[src/rtl/imm_field_encoder_if.sv]
// Request/response bus of imm_field_encoder: immediate request side and
// assembled-word side, each with its own valid/ready handshake.
interface imm_field_encoder_if #(
  parameter int unsigned ERR_CNT_W = 8
);
  logic                 in_valid;
  logic                 in_ready;
  logic [2:0]           in_immsrc;
  logic [31:0]          in_imm;
  logic [24:0]          in_base;
  logic                 out_valid;
  logic                 out_ready;
  logic [24:0]          out_instr_31_7;
  logic                 out_err;
  logic [ERR_CNT_W-1:0] err_count;

  // Producer/consumer view (drives requests, accepts words)
  modport master (
    output in_valid, in_immsrc, in_imm, in_base, out_ready,
    input  in_ready, out_valid, out_instr_31_7, out_err, err_count
  );

  // Encoder view
  modport slave (
    input  in_valid, in_immsrc, in_imm, in_base, out_ready,
    output in_ready, out_valid, out_instr_31_7, out_err, err_count
  );
endinterface

[src/rtl/imm_field_encoder.sv]
// imm_field_encoder: packs a 32-bit immediate into instruction[31:7] for the
// I/S/U/B/J formats, merging with a caller-supplied base word, and buffers
// the result in a 2-entry FIFO with valid/ready on both sides.
// Optional feature macro: IMMENC_RANGE_CHECK_EN enables range, alignment and
// U low-bit checks; without it only an illegal ImmSrc flags an error.
module imm_field_encoder #(
  parameter int unsigned ERR_CNT_W = 8
) (
  input  logic               clk,
  input  logic               rst,
  imm_field_encoder_if.slave bus
);

  localparam int unsigned WORD_W = 25;
  localparam int unsigned OCC_W  = 2;

  localparam logic [2:0] SRC_I = 3'b000;
  localparam logic [2:0] SRC_S = 3'b001;
  localparam logic [2:0] SRC_U = 3'b010;
  localparam logic [2:0] SRC_B = 3'b101;
  localparam logic [2:0] SRC_J = 3'b110;

`ifdef IMMENC_RANGE_CHECK_EN
  localparam bit RANGE_EN = 1'b1;
`else
  localparam bit RANGE_EN = 1'b0;
`endif

  typedef struct packed {
    logic [WORD_W-1:0] word;
    logic              err;
  } entry_t;

  entry_t               enc_c;
  logic                 illegal_c;
  logic                 rng_bad_c;
  logic                 push_c;
  logic                 pop_c;

  entry_t               head_q, head_d;
  entry_t               tail_q, tail_d;
  logic [OCC_W-1:0]     occ_q, occ_d;
  logic                 in_ready_q, in_ready_d;
  logic                 out_valid_q, out_valid_d;
  logic [ERR_CNT_W-1:0] err_cnt_q, err_cnt_d;

  // Field placement and representability check for the incoming request
  always_comb begin
    enc_c.word = bus.in_base;
    illegal_c  = 1'b0;
    rng_bad_c  = 1'b0;
    case (bus.in_immsrc)
      SRC_I: begin
        enc_c.word[24:13] = bus.in_imm[11:0];
        rng_bad_c = (bus.in_imm[31:11] != {21{1'b0}}) && (bus.in_imm[31:11] != {21{1'b1}});
      end
      SRC_S: begin
        enc_c.word[24:18] = bus.in_imm[11:5];
        enc_c.word[4:0]   = bus.in_imm[4:0];
        rng_bad_c = (bus.in_imm[31:11] != {21{1'b0}}) && (bus.in_imm[31:11] != {21{1'b1}});
      end
      SRC_U: begin
        enc_c.word[24:5] = bus.in_imm[31:12];
        rng_bad_c = (bus.in_imm[11:0] != 12'h000);
      end
      SRC_B: begin
        enc_c.word[24]    = bus.in_imm[12];
        enc_c.word[23:18] = bus.in_imm[10:5];
        enc_c.word[4:1]   = bus.in_imm[4:1];
        enc_c.word[0]     = bus.in_imm[11];
        rng_bad_c = ((bus.in_imm[31:12] != {20{1'b0}}) && (bus.in_imm[31:12] != {20{1'b1}}))
                    || bus.in_imm[0];
      end
      SRC_J: begin
        enc_c.word[24]    = bus.in_imm[20];
        enc_c.word[23:14] = bus.in_imm[10:1];
        enc_c.word[13]    = bus.in_imm[11];
        enc_c.word[12:5]  = bus.in_imm[19:12];
        rng_bad_c = ((bus.in_imm[31:20] != {12{1'b0}}) && (bus.in_imm[31:20] != {12{1'b1}}))
                    || bus.in_imm[0];
      end
      default: begin
        illegal_c = 1'b1;
      end
    endcase
    enc_c.err = illegal_c | (RANGE_EN & rng_bad_c);
  end

  assign push_c = bus.in_valid & in_ready_q;
  assign pop_c  = out_valid_q & bus.out_ready;

  // FIFO next state: head always feeds the outputs, tail is the second slot
  always_comb begin
    head_d      = head_q;
    tail_d      = tail_q;
    occ_d       = occ_q;
    err_cnt_d   = err_cnt_q;
    in_ready_d  = in_ready_q;
    out_valid_d = out_valid_q;

    if (pop_c) begin
      if (occ_q == OCC_W'(2)) begin
        head_d = tail_q;
      end else if (push_c) begin
        head_d = enc_c;
      end
    end else if (push_c) begin
      if (occ_q == OCC_W'(0)) begin
        head_d = enc_c;
      end else begin
        tail_d = enc_c;
      end
    end

    if (push_c && !pop_c) begin
      occ_d = occ_q + OCC_W'(1);
    end else if (pop_c && !push_c) begin
      occ_d = occ_q - OCC_W'(1);
    end

    if (pop_c && head_q.err && (err_cnt_q != {ERR_CNT_W{1'b1}})) begin
      err_cnt_d = err_cnt_q + ERR_CNT_W'(1);
    end

    in_ready_d  = (occ_d != OCC_W'(2));
    out_valid_d = (occ_d != OCC_W'(0));
  end

  // State registers, cleared asynchronously
  always_ff @(posedge clk or posedge rst) begin
    if (rst) begin
      head_q      <= '0;
      tail_q      <= '0;
      occ_q       <= '0;
      err_cnt_q   <= '0;
      in_ready_q  <= 1'b1;
      out_valid_q <= 1'b0;
    end else begin
      head_q      <= head_d;
      tail_q      <= tail_d;
      occ_q       <= occ_d;
      err_cnt_q   <= err_cnt_d;
      in_ready_q  <= in_ready_d;
      out_valid_q <= out_valid_d;
    end
  end

  assign bus.in_ready       = in_ready_q;
  assign bus.out_valid      = out_valid_q;
  assign bus.out_instr_31_7 = head_q.word;
  assign bus.out_err        = head_q.err;
  assign bus.err_count      = err_cnt_q;

endmodule

[src/flat_wrapper.sv]
// flat-port wrapper written by rule: the top's interface ports become plain ports
module imm_field_encoder_flat 
#(
  parameter int unsigned ERR_CNT_W = 8
)
  (clk, rst, bus_in_valid, bus_in_immsrc, bus_in_imm, bus_in_base, bus_out_ready, bus_in_ready, bus_out_valid, bus_out_instr_31_7, bus_out_err, bus_err_count);
  imm_field_encoder_if #(.ERR_CNT_W(ERR_CNT_W)) bus_i ();
  input  logic clk;
  input  logic rst;
  input wire logic [$bits(bus_i.in_valid)-1:0] bus_in_valid;
  input wire logic [$bits(bus_i.in_immsrc)-1:0] bus_in_immsrc;
  input wire logic [$bits(bus_i.in_imm)-1:0] bus_in_imm;
  input wire logic [$bits(bus_i.in_base)-1:0] bus_in_base;
  input wire logic [$bits(bus_i.out_ready)-1:0] bus_out_ready;
  output wire logic [$bits(bus_i.in_ready)-1:0] bus_in_ready;
  output wire logic [$bits(bus_i.out_valid)-1:0] bus_out_valid;
  output wire logic [$bits(bus_i.out_instr_31_7)-1:0] bus_out_instr_31_7;
  output wire logic [$bits(bus_i.out_err)-1:0] bus_out_err;
  output wire logic [$bits(bus_i.err_count)-1:0] bus_err_count;
  assign bus_i.in_valid = bus_in_valid;
  assign bus_i.in_immsrc = bus_in_immsrc;
  assign bus_i.in_imm = bus_in_imm;
  assign bus_i.in_base = bus_in_base;
  assign bus_i.out_ready = bus_out_ready;
  assign bus_in_ready = bus_i.in_ready;
  assign bus_out_valid = bus_i.out_valid;
  assign bus_out_instr_31_7 = bus_i.out_instr_31_7;
  assign bus_out_err = bus_i.out_err;
  assign bus_err_count = bus_i.err_count;
  imm_field_encoder #(.ERR_CNT_W(ERR_CNT_W)) u_core (.clk(clk), .rst(rst), .bus(bus_i));
endmodule
[config.mk]
export PLATFORM = sky130hd
export DESIGN_NAME = imm_field_encoder_flat
export DESIGN_NICKNAME = d
export VERILOG_FILES = /design/src/rtl/imm_field_encoder_if.sv /design/src/rtl/imm_field_encoder.sv /design/src/flat_wrapper.sv
export SDC_FILE = /design/constraint.sdc
export NUM_CORES = 1
export LEC_CHECK = 0
export CAP_MARGIN = 20
export CORE_MARGIN = 5
export CORE_UTILIZATION = 45
export CTS_CLUSTER_SIZE = 24
export DETAILED_ROUTE_END_ITERATION = 10
export HOLD_SLACK_MARGIN = 0.15
export PLACE_DENSITY = 0.76
export SYNTH_ARGS = -nofsm -noshare
export SYNTH_HDL_FRONTEND = slang
export SYNTH_SLANG_ARGS = --single-unit
export TNS_END_PERCENT = 5
[constraint.sdc]
create_clock -name clk -period 5.8 [get_ports clk]
set_clock_uncertainty 0.05 [all_clocks]
set_input_delay 1.45 -clock clk [delete_from_list [all_inputs] [get_ports clk]]
set_output_delay 1.45 -clock clk [all_outputs]
set_load 0.02 [all_outputs]
==> run summary <==
outcome: finished, final reports clean
Synth async-reset ratio: 100.0%
Post-Synth Adder-Cell Area: 1.062%
sw frac: 38.37%
Root Buffer: clkbuf_8
Die ar.: 9724 um^2
Area contributors post-synth: dfrtp_1 (45%), mux2i_1 (9.9%), mux2_2 (7.3%)
PD cells: 445.0 nW/um^2
number of synthesized flops with an enable pin: 0
Avg Cell Area, Syn: 9.734 um^2
Die X-Extent: 98.61 um
Core Area: 7687 um^2
worst slew pin tran: 1.041 ns
GR Overflow Total: 0
Synth Area in XOR/XNOR: 1.239%
H-tree depth: 3
Synth top area share: 44.62%
Initial Utilization: 45.96%
Final nets: 520
most common cell after layout, fill and taps aside: clkdlybuf4s50_1
Post-Syn Area: 3533 um^2
drc violations: 0
final worst path period share: 64.78%
clk_lat worst skew: 0.35 ns
Max Cap Viol: 0
Most common cell on crit path: mux2i_1
register area: 1603 um^2
Via density: 5.382
register area share after synthesis: 45.36%
Slowest cell on crit path: clkdlybuf4s50_1
via count of the first global-routing pass: 3115
CP Capture Type: register
Synthesized Nets: 430
sequential share of power: 37.4%
crit-path cells: clkdlybuf4s50_1, nand2b_1, mux2i_1, mux2i_1, mux2_2
clk sinks: 64
crit-path max cell delay: 1.16 ns
ratio of cells with drive above 1 in the final layout: 10.48%
most frequent cells in the layout: clkdlybuf4s50_1 (99), dfrtp_1 (63), nand2_1 (47), mux2i_1 (35), a21oi_1 (28)
fin. max-slew vios: 0
fill count: 649
clock group share of total power: 16.8%
DRT antenna net count: 0
critical path class: in -> reg
deepest clock path buffer count: 2
post-synthesis cell type count: 41
P_leak: 2.060 nW
CP arrival: 3.93 ns
Sw Pwr: 0.8116 mW
DR pass1 iterations: 4
Hold Path Class: reg -> reg
Mapped Cells: 363
DP Wirelength: 6341 um
Int Pwr: 1.304 mW
relative slew slack: 30.37%
Final Hold Viols: 0
drt wl/cell: 15.76 um
Seq cells post-synth: 64
CP startpoint kind: input pin
Combinational Power Share: 45.8%
RSZ-0062 raised after global routing: no
Layout Utilization: 61.83%
total track usage: 18.85%
vias post-DR: 3014
PortBufs: 99
first-pass GRT wire length: 14860 um
combinational family with the most area after synthesis: compound AO/OA/AOI/OAI gates
Post-CTS Hold Buffers: 0
# diodes: 0
post-CTS setup buffers: 0
FP Rows: 32
required time of the critical path: 5.97 ns
critical path peak fanout: 32
P&R area growth vs syn: 34.53%
chip height: 98.61 um
final setup fails: 0
yosys synthesis warning count: 0
RD Place Congestion: 0.8662
Reg clk slew, reported paths: 0.07 ns
Total Wirelength: 8825 um
fmax: 266.1 MHz
I/O pin count: 100
Period minus WS final: 3.758 ns
CTS tree: built
Synth Flop Type: dfrtp_1
post-synthesis mux area share: 17.25%
CTS buffer count: 9
Compound-Gate Fraction of Synth Area: 17.49%
antenna violations before repair: 0
Worst VDD drop: 0.0001393 V
post-route setup TNS: 0 ns
post-CTS sizing: 0
Multi-input gate area: 1738 um^2
Simple-Gate Fraction of Synth Area: 12.15%
cell taking the most area after synthesis: dfrtp_1
Initial DRC Count: 140
pin count of the biggest net entering global routing: 65
[logic make-up (layout without fill, tap and decap cells)]
group | after synthesis | after routing
multiplexers | 58 | 58
XOR/XNOR | 5 | 5
adder cells (fa/ha/maj) | 3 | 3
AO/OA/AOI/OAI | 100 | 100
buffers and inverters | 40 | 135
flip-flops | 64 | 64
AND/OR/NAND/NOR | 93 | 93
[registers in the layout, indices dropped and copies added, names as in the netlist]
| name | flops |
|---|---|
| u_core.bus.out_err | 1 |
| u_core.bus.out_instr_31_7 | 25 |
| u_core.bus.in_ready | 1 |
| u_core.tail_q | 26 |
| u_core.occ_q | 2 |
| u_core.bus.err_count | 8 |
| u_core.bus.out_valid | 1 |
[cells in the mapped netlist, drive strengths merged, types with 4 or more instances]
cell and instances:
a211oi 7, a21oi 29, a221oi 6, a2bb2oi 6
buf 19, clkbuf 5, dfrtp 63, inv 16
mux2 23, mux2i 35, nand2 48, nand2b 6
nand3 7, nor2 12, nor4 4, o211ai 6
o21ai 38, xnor2 5
[critical path: cells and delay by family]
kind,cells,cell delay [ns]
and+or+nand+nor,1,0.55
muxes,3,0.76
buffers and inverters,1,1.16
[power groups by stage]
stage	Sequential [mW]	Combinational (mW)	Clock, mW
after floorplan	0.907	0.469	0
after global placement	0.784	0.948	0
after detailed placement	0.795	0.978	0
after CTS	0.789	0.979	0.360
after global routing	0.820	1.06	0.382
final	0.791	0.968	0.356
[layer usage]
layer | vias up | GRT usage [%] | wire length [um]
li1 | 1475 | - | -
met1 | 1424 | 25.18 | 4059
met2 | 103 | 29.28 | 3982
met3 | 12 | 5.945 | 641
met4 | 0 | 6.092 | 142
met5 | - | 0 | 0
[worst paths after layout]
kind                                              startpoint                                         to  slack, ns  cells past startpoint
worst max-delay path                        bus_in_immsrc[1]   u_core.bus.out_instr_31_7[5]$_DFFE_PP0P_       2.04                      5
worst min-delay path            u_core.tail_q[3]$_DFFE_PP0P_               u_core.tail_q[3]$_DFFE_PP0P_       0.43                      2
worst max register to register     u_core.occ_q[0]$_DFF_PP0_  u_core.bus.out_instr_31_7[19]$_DFFE_PP0P_       3.44                      6
worst min register to register  u_core.tail_q[3]$_DFFE_PP0P_               u_core.tail_q[3]$_DFFE_PP0P_       0.43                      2
max in group asynchronous                                rst               u_core.tail_q[0]$_DFFE_PP0P_       3.56                      3
min in group asynchronous                                rst  u_core.bus.out_instr_31_7[11]$_DFFE_PP0P_       1.62                      3
[through the flow]
step                      cell area (um^2)  hold slack (ns)  std cells  setup slack (ns)  power (mW)
after global placement                4542           0.4055        543             1.764       1.732
after detailed placement              4542           0.4170        543             1.651       1.772
final                                 4753           0.4317        560             2.042       2.115
after floorplan                       3533           0.3888        363             2.704       1.376
after global routing                  4753           0.4634        560             1.834       2.265
after CTS                             4726           0.4328        559             2.017       2.128
[final cells by class]
class | instances | share of cell area [%]
Clock buffer | 12 | 3.264
Timing Repair Buffer | 103 | 21.90
Clock inverter | 4 | 0.6054
Multi-Input combinational cell | 259 | 36.56
Inverter | 16 | 1.263
Sequential cell | 64 | 33.72
Tap cell | 102 | 2.685
Power figures use the tool's default switching activity.
